### src/rtl/iter_multdiv.sv
`default_nettype none
// ============================================================================
// Module   : iter_multdiv
// Purpose  : Multi-cycle signed 32-bit multiply / divide unit for the execute
//            stage. Multiply is radix-4 Booth (16 iterations). Divide is
//            restoring division on operand magnitudes with a final sign fixup
//            (32 iterations).
//
// Ports    : clock          in   rising-edge clock
//            reset_n        in   synchronous, active-low reset
//            data_operandA  in   [31:0] multiplicand / dividend (signed)
//            data_operandB  in   [31:0] multiplier / divisor (signed)
//            ctrl_MULT      in   start-multiply pulse
//            ctrl_DIV       in   start-divide pulse (MULT wins if both)
//            data_result    out  [31:0] product low word or quotient
//            data_exception out  error flag, held alongside data_result
//            data_resultRDY out  one-cycle pulse, result valid
//            data_busy      out  operation in flight
//
// Options  : MULTDIV_MULT_OVF_EN - when defined, a multiply whose 64-bit
//            product does not fit in 32 signed bits raises data_exception.
//            When undefined the multiply exception is constant 0 and the
//            overflow detector is not built.
//
// Revision : 1.0  initial release
// ============================================================================
module iter_multdiv (
    input  logic        clock,
    input  logic        reset_n,
    input  logic [31:0] data_operandA,
    input  logic [31:0] data_operandB,
    input  logic        ctrl_MULT,
    input  logic        ctrl_DIV,
    output logic [31:0] data_result,
    output logic        data_exception,
    output logic        data_resultRDY,
    output logic        data_busy
);

    typedef enum logic [1:0] {
        S_IDLE = 2'd0,
        S_MUL  = 2'd1,
        S_DIV  = 2'd2,
        S_DONE = 2'd3
    } state_t;

    localparam logic [4:0]  C_MUL_LAST = 5'd15;
    localparam logic [4:0]  C_DIV_LAST = 5'd31;
    localparam logic [31:0] C_INT_MIN  = 32'h8000_0000;
    localparam logic [31:0] C_NEG_ONE  = 32'hFFFF_FFFF;

    // ------------------------------------------------------------------------
    // State
    // ------------------------------------------------------------------------
    state_t      state_q,  state_d;
    // Shared datapath register.
    //   MUL: {hi[32:0], lo[31:0], q_m1}
    //   DIV: {1'b0, R[31:0], Q[31:0], 1'b0}
    // Placing Q where the multiply low word lives lets both operations read
    // their result from acc_q[32:1].
    logic [65:0] acc_q,    acc_d;
    logic [31:0] mcand_q,  mcand_d;   // MUL: A,   DIV: |B|
    logic [4:0]  cnt_q,    cnt_d;
    logic        is_div_q, is_div_d;
    logic        sign_q,   sign_d;    // DIV: quotient must be negated
    logic        dexc_q,   dexc_d;    // DIV: exception decided at start
    logic        zero_q,   zero_d;    // DIV: divide by zero, force result 0
    logic [31:0] res_q,    res_d;
    logic        exc_q,    exc_d;
    logic        rdy_q,    rdy_d;

    logic        w_start;
    logic [31:0] w_abs_a;
    logic [31:0] w_abs_b;

    assign w_start = ctrl_MULT | ctrl_DIV;
    // Two's complement magnitude; 0x80000000 maps to itself, which is the
    // correct unsigned magnitude.
    assign w_abs_a = data_operandA[31] ? (~data_operandA + 32'd1) : data_operandA;
    assign w_abs_b = data_operandB[31] ? (~data_operandB + 32'd1) : data_operandB;

    // ------------------------------------------------------------------------
    // Booth radix-4 step
    // ------------------------------------------------------------------------
    logic [34:0] w_a35;
    logic [34:0] w_addend;
    logic [34:0] w_sum;
    logic [67:0] w_mul_ext;
    logic [65:0] w_mul_next;

    assign w_a35 = {{3{mcand_q[31]}}, mcand_q};

    always_comb begin
        w_addend = 35'd0;
        case (acc_q[2:0])
            3'b001, 3'b010: w_addend = w_a35;
            3'b011:         w_addend = w_a35 << 1;
            3'b100:         w_addend = ~(w_a35 << 1) + 35'd1;
            3'b101, 3'b110: w_addend = ~w_a35 + 35'd1;
            default:        w_addend = 35'd0;
        endcase
    end

    // The upper part is widened to 35 bits for the add because hi + 2A can
    // briefly exceed the 33-bit range (e.g. A = -2^31). After the two-bit
    // shift the value fits back into 33 bits, so taking bits [67:2] of the
    // widened word is an exact arithmetic shift.
    assign w_sum      = {{2{acc_q[65]}}, acc_q[65:33]} + w_addend;
    assign w_mul_ext  = {w_sum, acc_q[32:0]};
    assign w_mul_next = w_mul_ext[67:2];

    // ------------------------------------------------------------------------
    // Restoring division step
    // ------------------------------------------------------------------------
    logic [31:0] w_rem;
    logic [31:0] w_quo;
    logic [33:0] w_trial;
    logic [31:0] w_rem_next;
    logic [31:0] w_quo_next;
    logic [65:0] w_div_next;

    assign w_rem   = acc_q[64:33];
    assign w_quo   = acc_q[32:1];
    // Shifted remainder is 33 bits; one extra bit catches the borrow.
    assign w_trial = {1'b0, w_rem, w_quo[31]} - {2'b00, mcand_q};

    always_comb begin
        if (!w_trial[33]) begin
            w_rem_next = w_trial[31:0];
            w_quo_next = {w_quo[30:0], 1'b1};
        end else begin
            w_rem_next = {w_rem[30:0], w_quo[31]};
            w_quo_next = {w_quo[30:0], 1'b0};
        end
    end

    assign w_div_next = {1'b0, w_rem_next, w_quo_next, 1'b0};

    // ------------------------------------------------------------------------
    // Final result formation
    // ------------------------------------------------------------------------
    logic [31:0] w_div_res;
    logic        w_mul_exc;
    logic [31:0] w_fin_res;
    logic        w_fin_exc;

    assign w_div_res = zero_q ? 32'd0 : (sign_q ? (~w_quo + 32'd1) : w_quo);

`ifdef MULTDIV_MULT_OVF_EN
    // product[63:31] = {hi[31:0], lo[31]}; it fits in 32 signed bits only
    // when all of those bits agree.
    logic [32:0] w_ovf_bits;
    assign w_ovf_bits = {acc_q[64:33], acc_q[32]};
    assign w_mul_exc  = ~((&w_ovf_bits) | ~(|w_ovf_bits));
`else
    assign w_mul_exc  = 1'b0;
`endif

    assign w_fin_res = is_div_q ? w_div_res : acc_q[32:1];
    assign w_fin_exc = is_div_q ? dexc_q    : w_mul_exc;

    // ------------------------------------------------------------------------
    // Next-state logic
    // ------------------------------------------------------------------------
    always_comb begin
        state_d  = state_q;
        acc_d    = acc_q;
        mcand_d  = mcand_q;
        cnt_d    = cnt_q;
        is_div_d = is_div_q;
        sign_d   = sign_q;
        dexc_d   = dexc_q;
        zero_d   = zero_q;
        res_d    = res_q;
        exc_d    = exc_q;
        rdy_d    = 1'b0;

        // A start is honoured in every state, which aborts any operation in
        // flight and suppresses a result that would otherwise be reported.
        if (w_start) begin
            cnt_d = 5'd0;
            if (ctrl_MULT) begin
                state_d  = S_MUL;
                mcand_d  = data_operandA;
                acc_d    = {33'd0, data_operandB, 1'b0};
                is_div_d = 1'b0;
                sign_d   = 1'b0;
                dexc_d   = 1'b0;
                zero_d   = 1'b0;
            end else begin
                mcand_d  = w_abs_b;
                acc_d    = {33'd0, w_abs_a, 1'b0};
                is_div_d = 1'b1;
                sign_d   = data_operandA[31] ^ data_operandB[31];
                if (data_operandB == 32'd0) begin
                    state_d = S_DONE;
                    dexc_d  = 1'b1;
                    zero_d  = 1'b1;
                end else begin
                    state_d = S_DIV;
                    dexc_d  = (data_operandA == C_INT_MIN) &&
                              (data_operandB == C_NEG_ONE);
                    zero_d  = 1'b0;
                end
            end
        end else begin
            case (state_q)
                S_MUL: begin
                    acc_d = w_mul_next;
                    cnt_d = cnt_q + 5'd1;
                    if (cnt_q == C_MUL_LAST) begin
                        state_d = S_DONE;
                    end
                end
                S_DIV: begin
                    acc_d = w_div_next;
                    cnt_d = cnt_q + 5'd1;
                    if (cnt_q == C_DIV_LAST) begin
                        state_d = S_DONE;
                    end
                end
                S_DONE: begin
                    res_d   = w_fin_res;
                    exc_d   = w_fin_exc;
                    rdy_d   = 1'b1;
                    state_d = S_IDLE;
                end
                default: begin
                    state_d = S_IDLE;
                end
            endcase
        end
    end

    // ------------------------------------------------------------------------
    // Registers
    // ------------------------------------------------------------------------
    always_ff @(posedge clock) begin
        if (!reset_n) begin
            state_q  <= S_IDLE;
            acc_q    <= 66'd0;
            mcand_q  <= 32'd0;
            cnt_q    <= 5'd0;
            is_div_q <= 1'b0;
            sign_q   <= 1'b0;
            dexc_q   <= 1'b0;
            zero_q   <= 1'b0;
            res_q    <= 32'd0;
            exc_q    <= 1'b0;
            rdy_q    <= 1'b0;
        end else begin
            state_q  <= state_d;
            acc_q    <= acc_d;
            mcand_q  <= mcand_d;
            cnt_q    <= cnt_d;
            is_div_q <= is_div_d;
            sign_q   <= sign_d;
            dexc_q   <= dexc_d;
            zero_q   <= zero_d;
            res_q    <= res_d;
            exc_q    <= exc_d;
            rdy_q    <= rdy_d;
        end
    end

    assign data_result    = res_q;
    assign data_exception = exc_q;
    assign data_resultRDY = rdy_q;
    assign data_busy      = (state_q != S_IDLE);

endmodule
`default_nettype wire

### config.mk
export PLATFORM = sky130hd
export DESIGN_NAME = iter_multdiv
export DESIGN_NICKNAME = d
export VERILOG_FILES = /design/src/rtl/iter_multdiv.sv
export SDC_FILE = /design/constraint.sdc
export NUM_CORES = 1
export LEC_CHECK = 0
export BUFFER_PORTS_ARGS = -buffer_cell sky130_fd_sc_hd__clkbuf_2
export CORE_ASPECT_RATIO = 0.8
export CORE_MARGIN = 2
export CORE_UTILIZATION = 45
export CTS_CLUSTER_DIAMETER = 120
export DETAILED_ROUTE_END_ITERATION = 8
export PLACE_DENSITY = 0.66
export SYNTH_ARGS = -nofsm -noshare
export SYNTH_HDL_FRONTEND = slang
export SYNTH_SLANG_ARGS = --single-unit
### constraint.sdc
create_clock -name clock -period 12.2 [get_ports clock]
set_clock_uncertainty 0.05 [all_clocks]
set_input_delay 1.22 -clock clock [delete_from_list [all_inputs] [get_ports clock]]
set_output_delay 1.22 -clock clock [all_outputs]
set_load 0.05 [all_outputs]
## Yosys cells after proc, flatten, opt, wreduce, memory -nomap -nowiden

Index checks and enable logic that the tools add are counted.

- Register bits after elaboration: 143
- Output and inout port bits: 35

- Multiplexer cells: 26
- Add/sub/neg operators: 8
- Equality and inequality tests: 15
- Bitwise operators: 9
- Reduce and logical (&&, ||, !) cells: 10

Operator list:

| operator | count |
|---|---|
| two-way mux 32 bit | 7 |
| one-hot mux 35 bit (4 select lines) | 1 |
| one-hot mux 66 bit (2 select lines) | 1 |
| adder 32 x 1 -> 32 bit (second input constant) | 3 |
| NOT 32 bit | 3 |
| adder 35 x 1 -> 35 bit (second input constant) | 2 |
| NOT 35 bit | 2 |
| two-way mux 66 bit | 1 |
| equality test 32 bit (second input constant) | 2 |
| adder 35 bit | 1 |
| subtractor 33 x 32 -> 34 bit | 1 |
| two-way mux 33 bit | 1 |
| zero test 32 bit | 1 |
| two-way mux 1 bit | 10 |
| equality test 3 bit (second input constant) | 3 |
| two-way mux 2 bit | 4 |
| OR reduction 2 bit | 4 |
| equality test 3 x 2 -> 1 bit (second input constant) | 2 |
| != test 3 bit (second input constant) | 2 |
| adder 5 x 1 -> 5 bit (second input constant) | 1 |
| equality test 5 x 4 -> 1 bit (second input constant) | 1 |
| equality test 5 bit (second input constant) | 1 |
| equality test 2 bit (second input constant) | 2 |
| one-hot mux 2 bit (2 select lines) | 1 |
| other kinds (9) | 11 |

## Longest topological paths before layout

- Depth in word-level cells: 6
- Depth in mapped cells: 21

## Worst setup path before layout

No wires, ideal clock.

- Kind: flip-flop to flip-flop
- Start point: reg mcand_q[1]
- End point: reg acc_q[62]
- Path slack: 7.781 ns
- Arrival: 4.254 ns
- Library setup time: 0.114 ns
- Stages on the path, launching flop included: 21
- Cells stage by stage: dfxtp_1 -> inv_1 -> ha_1 -> or3b_1 -> nor4_1 -> clkbuf_1 -> nand2_1 -> o21ai_0 -> xnor2_1 -> a22oi_1 -> o21ai_0 -> ha_1 -> clkbuf_1 -> and4_1 -> o21ai_0 -> a311oi_1 -> nor2_1 -> a31oi_1 -> a211oi_1 -> xor2_1 -> a2111oi_0

- Word-level cells in the longest chain between the ends: 6

RTL lines:

| element | RTL line | source |
|---|---|---|
| from (decl) | 62 | `logic [31:0] mcand_q, mcand_d;` |
| from (signal assigned) | 254 | `mcand_q <= mcand_d;` |
| NOT 35 bit, on equally long branches | 99, 98 |  |
| adder 35 x 1 -> 35 bit, on equally long branches | 99, 98 |  |
| one-hot mux 35 bit (4 select lines) | 95 | `case (acc_q[2:0])` |
| adder 35 bit | 108 | `assign w_sum = {{2{acc_q[65]}}, acc_q[65:33]} + w_addend;` |
| one-hot mux 66 bit (2 select lines) * | 207 | `case (state_q)` |
| two-way mux 66 bit * | 180 | `if (w_start) begin` |
| to (signal assigned) | 241 | `acc_q <= 66'd0;` |
| to (signal assigned) | 253 | `acc_q <= acc_d;` |
| to (decl) | 61 | `logic [65:0] acc_q, acc_d;` |

Every way passes the cells marked *; elsewhere a longest branch is shown, timed or not.
A chain may end at the register's enable or synchronous reset.

## Worst setup path in the final report

Same ends and word-level chain as after synthesis.

==> results by group <==
Timing
  – Final count of pins violating max slew: 0
  – RSZ-0062 raised after global routing: no
  – Hold WS: 0.409 ns
  – Post-route clock period utilization: 0.443
  – Maximum achievable frequency: 185 MHz
  – Final Critical Period: 5.41 ns
  – Max transition margin: 0.0941
  – Worst-Margin Slew: 1.36 ns
  – Count of endpoints failing setup in the final report: 0
  – Fin Setup TNS: 0 ns
  – Final WS setup: 6.79 ns
  – Final Hold Violating Endpoints: 0

Clock tree
  – Cts hold-fix bufs: 0
  – Cts bufs inserted: 17
  – Reg clk slew, reported paths: 0.07 ns
  – Clock tree from TritonCTS: done
  – Setup Fix Bufs, Post-CTS: 0
  – Longest Clk Path Bufs: 2
  – Resized Gates After CTS: 0
  – Clock latency at the later pin of the worst-skew pair: 0.44 ns
  – Clock H-tree levels: 4
  – Clock sink count: 143
  – Library cell used as clock root buffer: sky130_fd_sc_hd__clkbuf_16

Cells and area
  – Number of inserted filler cells in the final layout: 3023
  – P&R area growth vs syn: 9.86%
  – Final antenna diode count: 0
  – Highest-count cells in the layout ignoring fill and taps: sky130_fd_sc_hd__a21oi_1, sky130_fd_sc_hd__nor2_1, sky130_fd_sc_hd__nand2_1
  – Most frequent standard cell in the layout excluding fill and tap cells: sky130_fd_sc_hd__a21oi_1
  – Proportion of layout cells with a drive suffix above 1: 0.0998
  – Number of nets in the finished design: 2039

Setup path
  – Number of cells on the worst reg-to-reg path: 19
  – Arrival time at the worst endpoint: 5.68 ns
  – Critical path capture point: acc_q[62]$_SDFFE_PN0P_
  – Worst setup startpoint: mcand_q[1]$_SDFFE_PN0N_
  – Critical Setup Path Class: reg -> reg
  – Worst r2r dst: acc_q[62]$_SDFFE_PN0P_
  – Slowest cell on the critical path: sky130_fd_sc_hd__a311oi_1
  – Category of cells accounting for the largest share of critical-path delay: compound AO/OA/AOI/OAI gates
  – Endpoint type of the worst setup path: flop
  – Startpoint of the worst-slack reg-to-reg timing path: mcand_q[1]$_SDFFE_PN0N_
  – Critical path startpoint category: flop
  – Required time reported for the critical path endpoint: 12.47 ns
  – Chain of cells forming the critical path: inv_1, ha_1, or3b_1, or3_1, nand2b_1, o21ai_0, xnor2_1, a22oi_1, o21ai_0, ha_1, nand3_1, nor4_1, o21ai_0, a311oi_1, nor2_1, a31oi_1, a211oi_1, xor2_1, a2111oi_0
  – Critical path depth in cells: 19
  – Critical Path Fanout Max: 6
  – Count of buffering cells on the critical path with inverters included: 1
  – Cell occurring most often along the worst timing path: sky130_fd_sc_hd__o21ai_0
  – Crit-path max cell delay: 0.56 ns
  – Worst setup slack for register-to-register paths: 6.79 ns

Die
  – Total number of placement rows: 57
  – CORE AREA: 0.0302 mm2
  – Horizontal die dimension: 199 um
  – Num ports: 103
  – Die area: 0.0318 mm2
  – Vert. Die Dim: 160 um
  – Initial standard-cell utilization of the core: 0.453

Synth
  – Most used flip-flop cell after synthesis: sky130_fd_sc_hd__dfxtp_1
  – Dominant combinational cell family by area after synthesis: compound AO/OA/AOI/OAI gates
  – Post-synthesis net count: 2016
  – Synthesized instance count: 1868
  – Count of flip-flops with a built-in enable after synthesis: 0
  – Share of flip-flops with an asynchronous set or reset after synthesis: 0
  – Synthesis-stage register bit count: 143
  – Post-Synthesis Mean Instance Area: 7.32 um2
  – Register area share after synthesis: 0.209
  – Total number of yosys warnings: 0
  – Post-synthesis compound-gate area fraction: 0.319
  – Synthesized-area fraction occupied by and/or/nand/nor cells: 0.216
  – Synthesized-area fraction occupied by adder cells: 0.0743
  – Mapped cell area: 0.0137 mm2
  – Xor/xnor share of the synthesized area: 0.111
  – Post-synthesis mux area share: 0.0179
  – Distinct cells, synth: 84

Placement
  – Half-perimeter wire length of the detailed placement result: 36700 um
  – Dpl ws: 6.96 ns
  – Weighted congestion reported at the end of routability-driven placement: 0.993
  – Port bufs: 102

Hold path
  – Worst hold path class: reg -> reg

Drt
  – Violation count after the first detailed-routing iteration: 1714
  – Final routed wirelength across all metal layers: 49200 um
  – Antenna viol nets, final: 0
  – Detailed-router iteration count before antenna repair: 6
  – DRC: 0
  – Count of vias placed by the detailed router: 14.8k
  – Number of vias per cell after detailed routing: 6.39
  – Final routed wire length divided by cell count: 21.2 um

Global routing
  – Antenna violations before repair: 0
  – Global-route wire length before repair: 75800 um
  – Via count of the first global-routing pass: 13.4k
  – Sum of overflow across all layers after global routing: 0
  – Global-route usage over all layers: 0.305
  – Maximum number of pins on one net before global-route repair: 105

Job
  – Number of maximum-capacitance violations: 0

Power and ir drop
  – Worst supply voltage drop on vdd: 0.102 mV
  – PwrDens: 105 mW/mm2
  – Leakage: 5.83 nW

Outcome
  – Outcome: finished, final reports clean
[sequential cells by signal (all words and copies together) (netlist names)]
name,flops
data_exception,1
zero_q,1
data_resultRDY,1
cnt_q,5
state_q,2
dexc_q,1
data_result,32
sign_q,1
mcand_q,32
acc_q,66
is_div_q,1
[routing by layer]
metal  GRT usage  up-vias  share of wire
li1            -     6993              -
met1       0.442     6994           0.45
met2       0.433      714           0.41
met3      0.0906      101           0.11
met4      0.0834        0          0.026
met5           0        -              0
[per-stage QoR]
stage	power [mW]	utilization	instance area (um2)	cells
2_1_floorplan	0.879	-	13700	1868
3_3_place_gp	1.02	0.478	14400	2285
3_5_place_dp	1.03	0.478	14400	2285
4_1_cts	1.57	0.498	15000	2317
5_1_grt	1.65	0.498	15000	2317
6_report	1.58	0.498	15000	2317
[cell type report]
class,instances,area (um2),area share
inverters,69,259,0.0172
flip-flops and latches,143,2860,0.190
well taps,413,517,0.0344
repair buffers,123,671,0.0446
multi-input cells,1537,10100,0.673
clock buffers,19,443,0.0295
clock inverters,13,155,0.0103
[worst min-delay path, cell delays in order, from the launching register on]
cell and delay (ns):
sky130_fd_sc_hd__dfxtp_1 0.31, sky130_fd_sc_hd__nand2_1 0.05, sky130_fd_sc_hd__a21boi_1 0.05
[cells by family after synthesis]
group           after synthesis
compound gates              666
simple gates                594
buf+inv                     188
xor+xnor                    173
flops                       143
fa+ha+maj                    80
mux                          24
[synth_stat cells (10+ instances only)]
cell type,count,area share
sky130_fd_sc_hd__dfxtp_1,143,0.21
sky130_fd_sc_hd__o21a_1,10,0.0055
sky130_fd_sc_hd__or4_1,11,0.0060
sky130_fd_sc_hd__nor4_1,14,0.0064
sky130_fd_sc_hd__o21ai_0,130,0.048
sky130_fd_sc_hd__o41ai_1,11,0.0070
sky130_fd_sc_hd__nand3_1,42,0.015
sky130_fd_sc_hd__inv_1,65,0.018
sky130_fd_sc_hd__o211ai_1,10,0.0055
sky130_fd_sc_hd__and3_1,11,0.0050
sky130_fd_sc_hd__nor2_1,166,0.046
sky130_fd_sc_hd__clkbuf_1,107,0.029
sky130_fd_sc_hd__a32oi_1,13,0.0083
sky130_fd_sc_hd__a22oi_1,56,0.031
sky130_fd_sc_hd__mux2i_1,20,0.015
sky130_fd_sc_hd__a211oi_1,48,0.026
sky130_fd_sc_hd__o221ai_1,35,0.022
sky130_fd_sc_hd__o22ai_1,14,0.0064
sky130_fd_sc_hd__nor3_1,35,0.013
sky130_fd_sc_hd__xnor2_1,117,0.075
sky130_fd_sc_hd__xor2_1,55,0.035
sky130_fd_sc_hd__a31oi_1,18,0.0082
sky130_fd_sc_hd__a221oi_1,15,0.0096
sky130_fd_sc_hd__nand2_1,148,0.041
sky130_fd_sc_hd__nand4_1,28,0.013
sky130_fd_sc_hd__o21ai_1,14,0.0051
sky130_fd_sc_hd__nor2b_1,61,0.028
sky130_fd_sc_hd__a21o_1,33,0.018
sky130_fd_sc_hd__o31ai_1,27,0.015
sky130_fd_sc_hd__a21oi_1,173,0.063
sky130_fd_sc_hd__ha_1,78,0.071
sky130_fd_sc_hd__or3_1,23,0.011
sky130_fd_sc_hd__nand2b_1,14,0.0064
[power breakdown]
part           internal, mW  switching [mW]
clock network         0.312           0.239
logic                 0.185           0.313
registers             0.490          0.0438
total                 0.987           0.596
[worst min path at each step]
stage / from / endpoint / slack, ns / depth (start not counted)
floorplan: zero_q$_SDFFE_PN0N_ / zero_q$_SDFFE_PN0N_ / 0.39 / 1
global placement: data_result[31]$_SDFFE_PN0P_ / data_result[31]$_SDFFE_PN0P_ / 0.40 / 2
detailed placement: data_result[31]$_SDFFE_PN0P_ / data_result[31]$_SDFFE_PN0P_ / 0.40 / 2
CTS: data_result[31]$_SDFFE_PN0P_ / data_result[31]$_SDFFE_PN0P_ / 0.41 / 2
global route: data_result[31]$_SDFFE_PN0P_ / data_result[31]$_SDFFE_PN0P_ / 0.43 / 2
finish: data_result[31]$_SDFFE_PN0P_ / data_result[31]$_SDFFE_PN0P_ / 0.41 / 2
No activity file was read; power rests on OpenSTA's default activity.
